[src/rtl/serial_adder_pkg.sv]
// Shared types and helpers for the digit-serial adder.
package serial_adder_pkg;

    typedef enum logic [1:0] {
        IDLE = 2'd0,
        RUN  = 2'd1,
        DONE = 2'd2
    } state_t;

    // Width of a counter that indexes width/digit slices, never narrower than one bit.
    function automatic int cnt_width(input int width, input int digit);
        int n;
        n = width / digit;
        return (n > 1) ? $clog2(n) : 1;
    endfunction

endpackage

[src/rtl/serial_adder_digit_adder.sv]
// Combinational DIGIT-bit ripple adder assembled from half-adder cells.
module half_adder (
    input  logic a,
    input  logic b,
    output logic s,
    output logic c
);
    assign s = a ^ b;
    assign c = a & b;
endmodule

module digit_adder #(
    parameter int DIGIT = 1
) (
    input  logic [DIGIT-1:0] a,
    input  logic [DIGIT-1:0] b,
    input  logic             ci,
    output logic [DIGIT-1:0] s,
    output logic             co
);
    logic [DIGIT:0]   carry;
    logic [DIGIT-1:0] p, g_ab, g_pc;

    assign carry[0] = ci;

    // Each full-adder bit: half add the operands, then half add the carry in.
    for (genvar i = 0; i < DIGIT; i++) begin : g_bit
        half_adder u_ha_ab (.a(a[i]), .b(b[i]),     .s(p[i]), .c(g_ab[i]));
        half_adder u_ha_pc (.a(p[i]), .b(carry[i]), .s(s[i]), .c(g_pc[i]));
        assign carry[i+1] = g_ab[i] | g_pc[i];
    end

    assign co = carry[DIGIT];
endmodule

[src/rtl/serial_adder.sv]
// Digit-serial unsigned adder: one reused DIGIT-bit slice, start/busy/done handshake.
module serial_adder
    import serial_adder_pkg::*;
#(
    parameter int WIDTH = 8,
    parameter int DIGIT = 1
) (
    input  logic             clk,
    input  logic             rst,
    input  logic             start,
    input  logic [WIDTH-1:0] a,
    input  logic [WIDTH-1:0] b,
    input  logic             cin,
    output logic             busy,
    output logic             done,
    output logic [WIDTH-1:0] s,
    output logic             c
);
    localparam int             N    = WIDTH / DIGIT;
    localparam int             CW   = cnt_width(WIDTH, DIGIT);
    localparam logic [CW-1:0]  LAST = CW'(N - 1);

    if (DIGIT < 1 || WIDTH < 2 || (WIDTH % DIGIT) != 0) begin : g_bad_param
        $error("serial_adder: DIGIT must divide WIDTH and WIDTH must be >= 2");
    end

    state_t           state, state_nxt;
    logic [CW-1:0]    cnt;
    logic [WIDTH-1:0] ra, rb, acc, acc_nxt;
    logic             k;
    logic [DIGIT-1:0] d;
    logic             ko;
    logic             load, last;

    digit_adder #(.DIGIT(DIGIT)) u_slice (
        .a  (ra[DIGIT-1:0]),
        .b  (rb[DIGIT-1:0]),
        .ci (k),
        .s  (d),
        .co (ko)
    );

    // Fresh digits enter at the MSB so the first one lands at bit 0 after N shifts.
    if (DIGIT == WIDTH) begin : g_one_shot
        assign acc_nxt = d;
    end else begin : g_shift
        assign acc_nxt = {d, acc[WIDTH-1:DIGIT]};
    end

    always_comb begin
        state_nxt = state;
        load      = 1'b0;
        last      = 1'b0;
        case (state)
            IDLE: begin
                if (start) begin
                    load      = 1'b1;
                    state_nxt = RUN;
                end
            end
            RUN: begin
                if (cnt == LAST) begin
                    last      = 1'b1;
                    state_nxt = DONE;
                end
            end
            DONE: begin
                if (start) begin
                    load      = 1'b1;
                    state_nxt = RUN;
                end else begin
                    state_nxt = IDLE;
                end
            end
            default: state_nxt = IDLE;
        endcase
    end

    always_ff @(posedge clk) begin
        if (rst) state <= IDLE;
        else     state <= state_nxt;
    end

    always_ff @(posedge clk) begin
        if (rst) begin
            busy <= 1'b0;
            done <= 1'b0;
            s    <= '0;
            c    <= 1'b0;
            cnt  <= '0;
            ra   <= '0;
            rb   <= '0;
            acc  <= '0;
            k    <= 1'b0;
        end else begin
            busy <= (state_nxt == RUN);
            done <= last;
            if (load) begin
                ra  <= a;
                rb  <= b;
                k   <= cin;
                cnt <= '0;
            end else if (state == RUN) begin
                ra  <= ra >> DIGIT;
                rb  <= rb >> DIGIT;
                k   <= ko;
                cnt <= cnt + CW'(1);
                acc <= acc_nxt;
                // Outputs only move on the final slice, so they hold during RUN.
                if (last) begin
                    s <= acc_nxt;
                    c <= ko;
                end
            end
        end
    end

endmodule

[config.mk]
export PLATFORM = sky130hd
export DESIGN_NAME = serial_adder
export DESIGN_NICKNAME = d
export VERILOG_FILES = /design/src/rtl/serial_adder_pkg.sv /design/src/rtl/serial_adder_digit_adder.sv /design/src/rtl/serial_adder.sv
export SDC_FILE = /design/constraint.sdc
export NUM_CORES = 1
export LEC_CHECK = 0
export CORE_AREA = 2 2 80 44
export CTS_CLUSTER_SIZE = 30
export DETAILED_ROUTE_END_ITERATION = 6
export DIE_AREA = 0 0 82 46
export PLACE_DENSITY_LB_ADDON = 0.25
export SYNTH_ARGS = -nofsm -noshare
export SYNTH_HDL_FRONTEND = slang
export SYNTH_SLANG_ARGS = --single-unit
[constraint.sdc]
create_clock -name clk -period 3.9 [get_ports clk]
set_clock_uncertainty 0.05 [all_clocks]
set_input_delay 0.78 -clock clk [delete_from_list [all_inputs] [get_ports clk]]
set_output_delay 0.78 -clock clk [all_outputs]
set_load 0.02 [all_outputs]
* Word-level counts from Yosys, hierarchy flattened
Cells that the tools add are included.
Operators by class: add/sub/neg operators 1, equality and inequality tests 4, muxes and demuxes 14, bitwise operators 6, reductions and logical operators 6
Operators by type and width (number):
- 8-bit two-way mux | 4
- 1-bit two-way mux | 7
- 2-bit case mux with 3 select lines | 1
- 2-bit by 1-bit equality test with 1-bit output, second input constant | 2
- 2-bit two-way mux | 2
- 2-bit OR reduction | 2
- 3-bit by 1-bit adder with 3-bit output, second input constant | 1
- 3-bit equality test, second input constant | 1
- 3-bit AND reduction | 1
- 1-bit AND | 2
- 2-bit equality test, second input constant | 1
- 2-bit logical NOT | 1
- 2-bit AND reduction | 1
- 2-bit nonzero test | 1
- 1-bit bitwise XOR | 2
- 1-bit NOT | 1
- 1-bit OR | 1
Word-level totals: flip-flop bits (word level) 41, input port bits 20, logic and storage cells 41

* Longest topological paths before layout
Gate-level depths: netlist of run 1.
depth after elaboration 5, mapped depth 6, mapped depth without buffers 5

* Cells and area by module
From an unflattened synthesis of run 1, not the netlist that was laid out.
Second synthesis, totals: cell total of the unflattened synthesis 188, area total of the unflattened synthesis 1591.5 µm²
By module, submodules not included:
- serial_adder | instances 1, cells each 185, area each 1560.2 µm², seq. area each 800.8 µm²
- half_adder | instances 2, cells each 1, area each 12.5 µm², seq. area each 0.0 µm²
- digit_adder | instances 1, cells each 1, area each 6.3 µm², seq. area each 0.0 µm²

* Worst setup path before layout of run 1
OpenSTA, ideal clock, no wires.
path kind in2reg, start input port start, end register rb[4], setup time 133 ps, data arrival time 1307 ps, required time 3717 ps, slack 2410 ps, stages on the path 4, buffers on the path 1, cells stage by stage and2b_1 buf_2 nor3_1 nor3_1
Between the ends: longest elaborated chain between the ends 3, elaborated cells on any way between the ends 4, classes of those cells 3 x mux; 1 x reduce/logical
RTL lines:
- from (decl) | RTL line serial_adder.sv:10 | input logic start,
- 1-bit two-way mux (*) | RTL line serial_adder.sv:56, serial_adder.sv:68
- 1-bit two-way mux (*)
- 8-bit two-way mux / 2-bit nonzero test (equally long branches)
- to (signal assigned) | RTL line serial_adder.sv:105 | rb <= rb >> DIGIT;
- to (decl) | RTL line serial_adder.sv:29 | logic [WIDTH-1:0] ra, rb, acc, acc_nxt;
Mark *: on every way between the ends. The rest lies on a longest branch, timed or not. A chain may end at the register's enable or synchronous reset.

* Worst setup path in the final report of run 1
start input port start, end register ra[1]
Between the ends: longest elaborated chain between the ends 3, elaborated cells on any way between the ends 4, classes of those cells 3 x mux; 1 x reduce/logical
RTL lines:
- 1-bit two-way mux (*) | RTL line serial_adder.sv:56, serial_adder.sv:68
- 1-bit two-way mux (*)
- 8-bit two-way mux / 2-bit nonzero test (equally long branches)
- to (signal assigned) | RTL line serial_adder.sv:104 | ra <= ra >> DIGIT;
- to (decl) | RTL line serial_adder.sv:29
Marked as above.

==> results of run 1 <==
## critical path: stages
cell	delay [ns]
clkdlybuf4s50_1	0.42
nand2b_1	0.60
o22ai_1	0.20
nor3_1	0.21
## per-layer routing
layer  share of wire [%]  up-vias  wire, um
li1                    -      661         -
met1                  51      589      1670
met2                  41       34      1344
met3                 6.4        7       209
met4                 1.3        0        44
met5                   0        -         0
## worst min-delay path by stage
stage,cells past startpoint,endpoint,slack [ns],start
5_1_grt,2,s[7],0.43,s[7]
4_1_cts,2,s[4],0.41,s[4]
3_5_place_dp,2,s[0],0.40,s[0]
3_3_place_gp,2,acc[1],0.39,acc[1]
2_1_floorplan,2,acc[1],0.39,acc[1]
6_report,2,s[4],0.41,s[4]
## cell families after synthesis
family / Yosys count
AND/OR/NAND/NOR: 80
adder cells (fa/ha/maj): 3
buffers and inverters: 16
multiplexers: 3
AO/OA/AOI/OAI: 36
XOR/XNOR: 1
flip-flops: 40
## cells in the final DEF (no fill, tap or decap), types with 3 or more instances in the layout
master / n
a21oi_1: 20
a22oi_1: 3
a311oi_1: 5
clkbuf_8: 6
clkdlybuf4s50_1: 30
dfxtp_1: 40
mux2i_1: 3
nand2_1: 35
nand3_1: 13
nor2_1: 10
nor3_1: 16
o22ai_1: 6
## area by class of cell
cell class	instances	area [sq um]
Fill cell	269	1234
Sequential cell	40	800.8
Multi-Input combinational cell	123	665.6
Timing Repair Buffer	31	307.8
Clock buffer	6	82.58
Tap cell	42	52.55
Clock inverter	2	10.01
## power by group through the flow
stage / logic, uW / clock network [uW] / registers (uW)
detailed placement: 92.6 / 0 / 449
floorplan: 68.5 / 0 / 447
CTS: 93.5 / 288 / 440
global placement: 89.5 / 0 / 448
finish: 93.2 / 280 / 440
global route: 104 / 305 / 442
## state kept, by name, indices dropped and copies added (netlist names)
signal and count:
acc 7, s 8, busy 1, ra 8
done 1, cnt 3, c 1, k 1
state 2, rb 8
## per-stage QoR
step / util (%) / hold slack, ns / cells / instance area (sq um)
3_5_place_dp: 57.94 / 0.4008 / 236 / 1827
5_1_grt: 60.87 / 0.4312 / 244 / 1919
3_3_place_gp: 57.94 / 0.3943 / 236 / 1827
6_report: 60.87 / 0.4083 / 244 / 1919
4_1_cts: 60.87 / 0.4115 / 244 / 1919
2_1_floorplan: - / 0.3866 / 179 / 1565
==> results.txt, run 1 <==
----------------------------------------------------
[Floorplanning]
  Floorplan die height ... 46 um
  Core area ... around 3200 sq um
  Starting Density ... about half
  Die outline area ... between 3000 and 4000 sq um
  I/O pins ... 31
  X dimension of the die ... a little over 80 um
  Standard-cell rows ... 15

[Synth]
  Async S/R FF share, synth ... 0%
  Mapped Nets ... 202
  Cell types with the highest counts after synthesis ... 40 x dfxtp_1, 35 x nand2_1, 20 x a21oi_1
  Post-Syn Area per Cell ... 8.744 sq um
  Post-synthesis cell type count ... 24
  Synth Area in XOR/XNOR ... less than 1%
  Adder-cell share of the synthesized area ... approximately 2.9%
  Cell accounting for the most synthesized area ... dfxtp_1
  Most common cell in the netlist ... dfxtp_1
  Synth Register Bits ... 40
  Synthesized-area fraction occupied by ao, oa, aoi and oai cells ... 14.47%
  Area of the mapped netlist ... 1565 sq um
  Sequential fraction of the synthesis area ... between 50% and 60%
  Number of standard cells after synthesis ... about 180
  Multiplexer fraction of the synthesized cell area ... 1.918%
  Post-synth EDFFs ... 0
  Area share of the largest cell type after synthesis ... slightly above 50%
  Top FF cell, synth ... dfxtp_1
  Top post-synthesis cells by area ... dfxtp_1 51%, nand2_1 8.4%, a21oi_1 6.4%, nor3_1 5.1%, nand3_1 4.2%
  Synthesis warning total ... 0
  Largest family of logic cells by synthesized area ... simple AND/OR/NAND/NOR gates
  Post-synthesis share of cell area spent on and, or, nand and nor gates ... between 20% and 30%

[Setup path]
  Internal reg-to-reg setup slack ... roughly 2.0 ns
  Largest driver fanout on the critical path ... 23
  Length in cells of the worst reg-to-reg path ... 3
  Setup Crit Path Kind ... in2reg
  Worst setup path endpoint ... ra[1]
  Nature of the critical path endpoint ... flop
  Required time of the critical path ... slightly above 4 ns
  Worst reg2reg startpoint ... state[0]
  Endpoint arrival time on the critical path ... 2.22 ns
  Worst setup SP type ... input pin
  Worst setup path startpoint ... start
  End of the worst register-to-register path ... rb[1]

[Finish]
  Total number of nets in the final design ... 224
  Antenna diodes ... 0
  Fraction of layout cells with a size suffix above 1 ... roughly 5.4%
  Area delta synth->final ... 22.62%

[Routing]
  Drt initial violations ... 52
  Routed WL ... about 3.3 mm
  Total number of vias ... roughly 1,300
  Count of TritonRoute iterations in the first routing pass ... 4
  DRC errors left ... 0
  Wire length per cell ... between 10 and 15 um
  Via density per instance ... approximately 5.3
  Post-route ant nets ... 0

[Clocking]
  Clock root buffer ... clkbuf_8
  Clk slew on worst S/H paths ... about 0.07 ns
  Number of clock sinks ... 40
  Number of CTS-inserted buffers ... 5
  H-Tree Depth ... 2
  Post-CTS resize count ... 0
  Clock latency of the later-clocked register in the worst-skew pair ... slightly below 0.3 ns
  Clock tree from TritonCTS ... built
  Quantity of hold-fixing buffers added after cts ... 0
  Post-CTS setup repair buffer count ... 0
  Number of buffers on the longest clock path ... 2

[STA]
  Post-route fraction of the period consumed by the critical path ... a little over half
  Worst-Margin Slew ... 1.164 ns
  Max_slew headroom ... roughly 22%
  RSZ-0062 raised after global routing ... false
  Shortest clock period the worst path allows after layout ... 2.059 ns
  Worst setup margin ... around 1.8 ns
  Hold violation total from the final report ... 0
  Total negative slack ... 0 ns
  Total of endpoints with negative setup slack in the final report ... 0
  Maximum clock frequency ... about 490 MHz
  Count of final max-slew check failures ... 0

[Place]
  Port-buffer cells ... 30
  Setup Slack @ Placement ... around 1.6 ns
  Final Wtd Congestion ... ~0.76
  Post-detail-place hpwl ... 2.127 mm

[Global routing]
  Met2 usage ... between 20 and 30%
  Global-route met1 utilization ... between 20% and 30%
  Initial antenna violation count ... 0
  GRT Overall Usage ... about a fifth
  Largest net degree at the start of global routing ... ~40
  Met3 usage ... ~6.2%
  Global-route wire length before repair ... roughly 5.3 mm
  Remaining Overflow, GRT ... 0
  Via count of the first global-routing pass ... 1,150
  Most Crowded Layer GR ... met2

[Status]
  Result of the run ... finished, final reports clean

[Pwr]
  Share of total power in sequential cells ... 54.1%
  Leakage dissipation ... 0.0006704 uW
  Fraction of power consumed by the clock network ... approximately 34%
  PwrDens ... 423.4 nW/um^2
  Switching Share ... around a quarter
  Power share of the combinational group ... 11.5%
  Power consumption ... about 810 uW
  Internal Power ... slightly above 600 uW
  Net switching power figure ... slightly above 200 uW
  VDD IR max ... between 0.15 and 0.2 mV

[Worst hold path]
  Worst hold path type ... reg2reg

[Flow run]
  Maxcap violations ... 0

----------------------------------------------------
Note: power is estimated with default switching activity, not from simulation.
==> inputs of run 2 (changes only) <==
--- a/config.mk
+++ b/config.mk
@@ -5,10 +5,10 @@
 export SDC_FILE = /design/constraint.sdc
 export NUM_CORES = 1
 export LEC_CHECK = 0
-export CORE_AREA = 2 2 80 44
+export CORE_AREA = 2 2 87 47
 export CTS_CLUSTER_SIZE = 30
 export DETAILED_ROUTE_END_ITERATION = 6
-export DIE_AREA = 0 0 82 46
+export DIE_AREA = 0 0 89 49
 export PLACE_DENSITY_LB_ADDON = 0.25
 export SYNTH_ARGS = -nofsm -noshare
 export SYNTH_HDL_FRONTEND = slang
==> constraint.sdc (replaced) <==
create_clock -name clk -period 1.8 [get_ports clk]
set_clock_uncertainty 0.05 [all_clocks]
set_input_delay 0.36 -clock clk [delete_from_list [all_inputs] [get_ports clk]]
set_output_delay 0.36 -clock clk [all_outputs]
set_load 0.02 [all_outputs]
==> run 2 against run 1 <==
Worst hold slack worse by 0.0032 ns. Non-clock buffer count grew 6. First-iteration DRC count up 40%. Cell area grew 6.1%. Critical path depth decreased by 3. Largest cell class unchanged.
==> results.txt, run 2 (synthesis gave the netlist of run 1 again) <==
----------------------------------------------------
[Pwr]
  Share of total power in sequential cells ... 50.2% (was 54.1%)
  Power share of the combinational group ... 12.1% (was 11.5%)
  Fraction of power consumed by the clock network ... 37.8% (was 34.4%)
  Leakage dissipation ... 0.0007161 uW (was 0.0006704 uW)
  VDD IR max ... 0.4491 mV (was 0.1856 mV)
  Switching Share ... 23.52% (was 24.74%)
  Net switching power figure ... 446.7 uW (was 201.1 uW)
  Internal Power ... 1452 uW (was 611.6 uW)
  PwrDens ... 932.7 nW/um^2 (was 423.4 nW/um^2)

[Finish]
  Commonest cells after routing, fill and taps aside ... 40 x dfxtp_1, 35 x nand2_1, 30 x clkdlybuf4s50_1 (unchanged)
  Area of all placed cells without fillers ... 2036 sq um (was 1919 sq um)
  Fillcell total ... 334 (was 269)
  Area used by multi-input combinational logic ... 665.6 sq um (unchanged)
  Most common cell after layout, fill and taps aside ... dfxtp_1 (unchanged)
  Largest registers ... ra (8), rb (8), s (8) (unchanged)
  Sequential cell area ... 800.8 sq um (unchanged)
  Antenna diodes ... 0 (unchanged)
  Final Core Density ... 55.26% (was 60.87%)
  Area delta synth->final ... 30.06% (was 22.62%)
  Fraction of layout cells with a size suffix above 1 ... 8.173% (was 5.446%)
  Total number of nets in the final design ... 230 (was 224)

[Routing]
  DRC errors left ... 0 (unchanged)
  Via density per instance ... 4.977 (was 5.291)
  Post-route ant nets ... 0 (unchanged)
  Drt initial violations ... 73 (was 52)
  Count of TritonRoute iterations in the first routing pass ... 4 (unchanged)
  Routed WL ... 3.208 mm (was 3.268 mm)
  Wire length per cell ... 12.24 um (was 13.39 um)
  Total number of vias ... 1,304 (was 1,291)

[Setup path]
  Nature of the critical path endpoint ... output port (was flop)
  Cell class contributing the biggest share of worst-path delay ... buffers and inverters (was simple AND/OR/NAND/NOR gates)
  Setup Crit Path Kind ... reg2out (was in2reg)
  Endpoint arrival time on the critical path ... 1.23 ns (was 2.22 ns)
  Cells traversed along the worst timing path ... clkdlybuf4s50_1 (was clkdlybuf4s50_1 > nand2b_1 > o22ai_1 > nor3_1)
  Largest driver fanout on the critical path ... 2 (was 23)
  Length in cells of the worst reg-to-reg path ... 5 (was 3)
  Highest-delay cell along the critical path ... clkdlybuf4s50_1 (was nand2b_1)
  End of the worst register-to-register path ... s[4] (was rb[1])
  Required time of the critical path ... 1.39 ns (was 4.06 ns)
  Internal reg-to-reg setup slack ... 0.35 ns (was 2.00 ns)
  Worst setup path startpoint ... c (was start)
  Worst setup SP type ... flop (was input pin)
  Longest individual stage delay on the worst path ... 0.61 ns (was 0.60 ns)
  Worst reg2reg startpoint ... cnt[0] (was state[0])
  Worst path buffer plus inverter count ... 1 (unchanged)

[Worst hold path]
  Hold Path Depth ... 2 (unchanged)
  Worst hold path type ... reg2reg (unchanged)
  End of the worst hold path ... s[2] (was s[4])
  Startpoint of the lowest-slack hold path ... s[2] (was s[4])

[Global routing]
  Remaining Overflow, GRT ... 0 (unchanged)
  Met2 usage ... 23.38% (was 28.78%)
  GRT Overall Usage ... 15.76% (was 19.39%)
  Most Crowded Layer GR ... met2 (unchanged)
  Largest net degree at the start of global routing ... 41 (unchanged)
  Global-route met1 utilization ... 22.03% (was 26.35%)
  Met3 usage ... 4.569% (was 6.151%)
  Global-route wire length before repair ... 5.285 mm (was 5.271 mm)
  Initial antenna violation count ... 0 (unchanged)
  Via count of the first global-routing pass ... 1,184 (was 1,150)

[Floorplanning]
  Core area ... 3684 sq um (was 3153 sq um)
  Floorplan die height ... 49 um (was 46 um)
  X dimension of the die ... 89 um (was 82 um)
  I/O pins ... 31 (unchanged)
  Starting Density ... 42.49% (was 49.64%)
  Standard-cell rows ... 16 (was 15)
  Die outline area ... 4361 sq um (was 3772 sq um)

[Status]
  Result of the run ... finished, final reports clean (unchanged)

[STA]
  Total of endpoints with negative setup slack in the final report ... 0 (unchanged)
  Shortest clock period the worst path allows after layout ... approximately 1.6 ns
  RSZ-0062 raised after global routing ... false (unchanged)
  Post-route fraction of the period consumed by the critical path ... 91.37%
  Count of final max-slew check failures ... 0 (unchanged)
  Hold Worst Slack ... 0.4050 ns (was 0.4083 ns)
  Worst-Margin Slew ... 0.4417 ns (was 1.164 ns)
  Total negative slack ... 0 ns (unchanged)
  Maximum clock frequency ... slightly above 600 MHz
  Hold violation total from the final report ... 0 (unchanged)
  Max_slew headroom ... 70.46% (was 22.38%)

[Flow run]
  Maxcap violations ... 0 (unchanged)

[Place]
  Port-buffer cells ... 30 (unchanged)
  Instance area after placement ... 1924 sq um (was 1827 sq um)
  Final Wtd Congestion ... 0.7635 (was 0.7576)
  Post-detail-place hpwl ... 2.233 mm (was 2.127 mm)

[Clocking]
  H-Tree Depth ... 2 (unchanged)
  Clock tree from TritonCTS ... built (unchanged)
  Quantity of hold-fixing buffers added after cts ... 0 (unchanged)
  Number of buffers on the longest clock path ... 2 (unchanged)
  Post-CTS resize count ... 0 (unchanged)
  Clk slew on worst S/H paths ... 0.08 ns (was 0.07 ns)
  Post-CTS setup repair buffer count ... 0 (unchanged)
  Clock latency of the later-clocked register in the worst-skew pair ... 0.28 ns (was 0.29 ns)
  Number of CTS-inserted buffers ... 5 (unchanged)
  Clock root buffer ... clkbuf_8 (unchanged)
  Number of clock sinks ... 40 (unchanged)

----------------------------------------------------
==> run 2: cell types whose count changed in the layout (fill, tap and decap cells not counted), sizes merged <==
cell,change
buf,+6
clkinvlp,+1
clkbuf,-1
bufinv,+1
clkinv,-1
==> run 2: tightest hold or removal path, delay by kind of cell, from the launching register on <==
family / cells / cell delay, ns
AO/OA/AOI/OAI: 1 / 0.05
flip-flops: 1 / 0.31
AND/OR/NAND/NOR: 1 / 0.05
==> run 2: metal layers <==
layer,vias to the layer above,wire length (um)
li1,674,-
met1,600,1614
met2,30,1414
met3,0,179
met4,0,0
met5,-,0
==> run 2: cell type report <==
cell class,instances,area share (%)
clock buffers,5,3.380
clock inverters,3,2.090
multi-input cells,123,32.70
flip-flops and latches,40,39.34
well taps,54,3.319
repair buffers,37,19.18
==> run 2: power by group through the flow <==
stage                     logic (uW)  registers [uW]  clock network (uW)
after detailed placement         229             973                   0
final                            229             953                 717
after floorplan                  148             968                   0
after global routing             250             959                 765
after CTS                        230             953                 734
after global placement           223             971                   0
==> run 2: worst max-delay path by stage <==
stage / endpoint / slack, ns / cells after the start
after global placement: ra[2] / 0.26 / 5
after global routing: c / 0.11 / 1
final: c / 0.16 / 1
after CTS: c / 0.14 / 1
after floorplan: s[6] / 0.46 / 6
after detailed placement: ra[2] / 0.22 / 5
==> run 2: metrics by stage <==
step                total power (uW)  setup WS [ns]  instances
floorplan                       1117         0.4556        179
global placement                1195         0.2611        254
detailed placement              1203         0.2215        254
CTS                             1917         0.1413        262
global route                    1974         0.1058        262
finish                          1899         0.1553        262
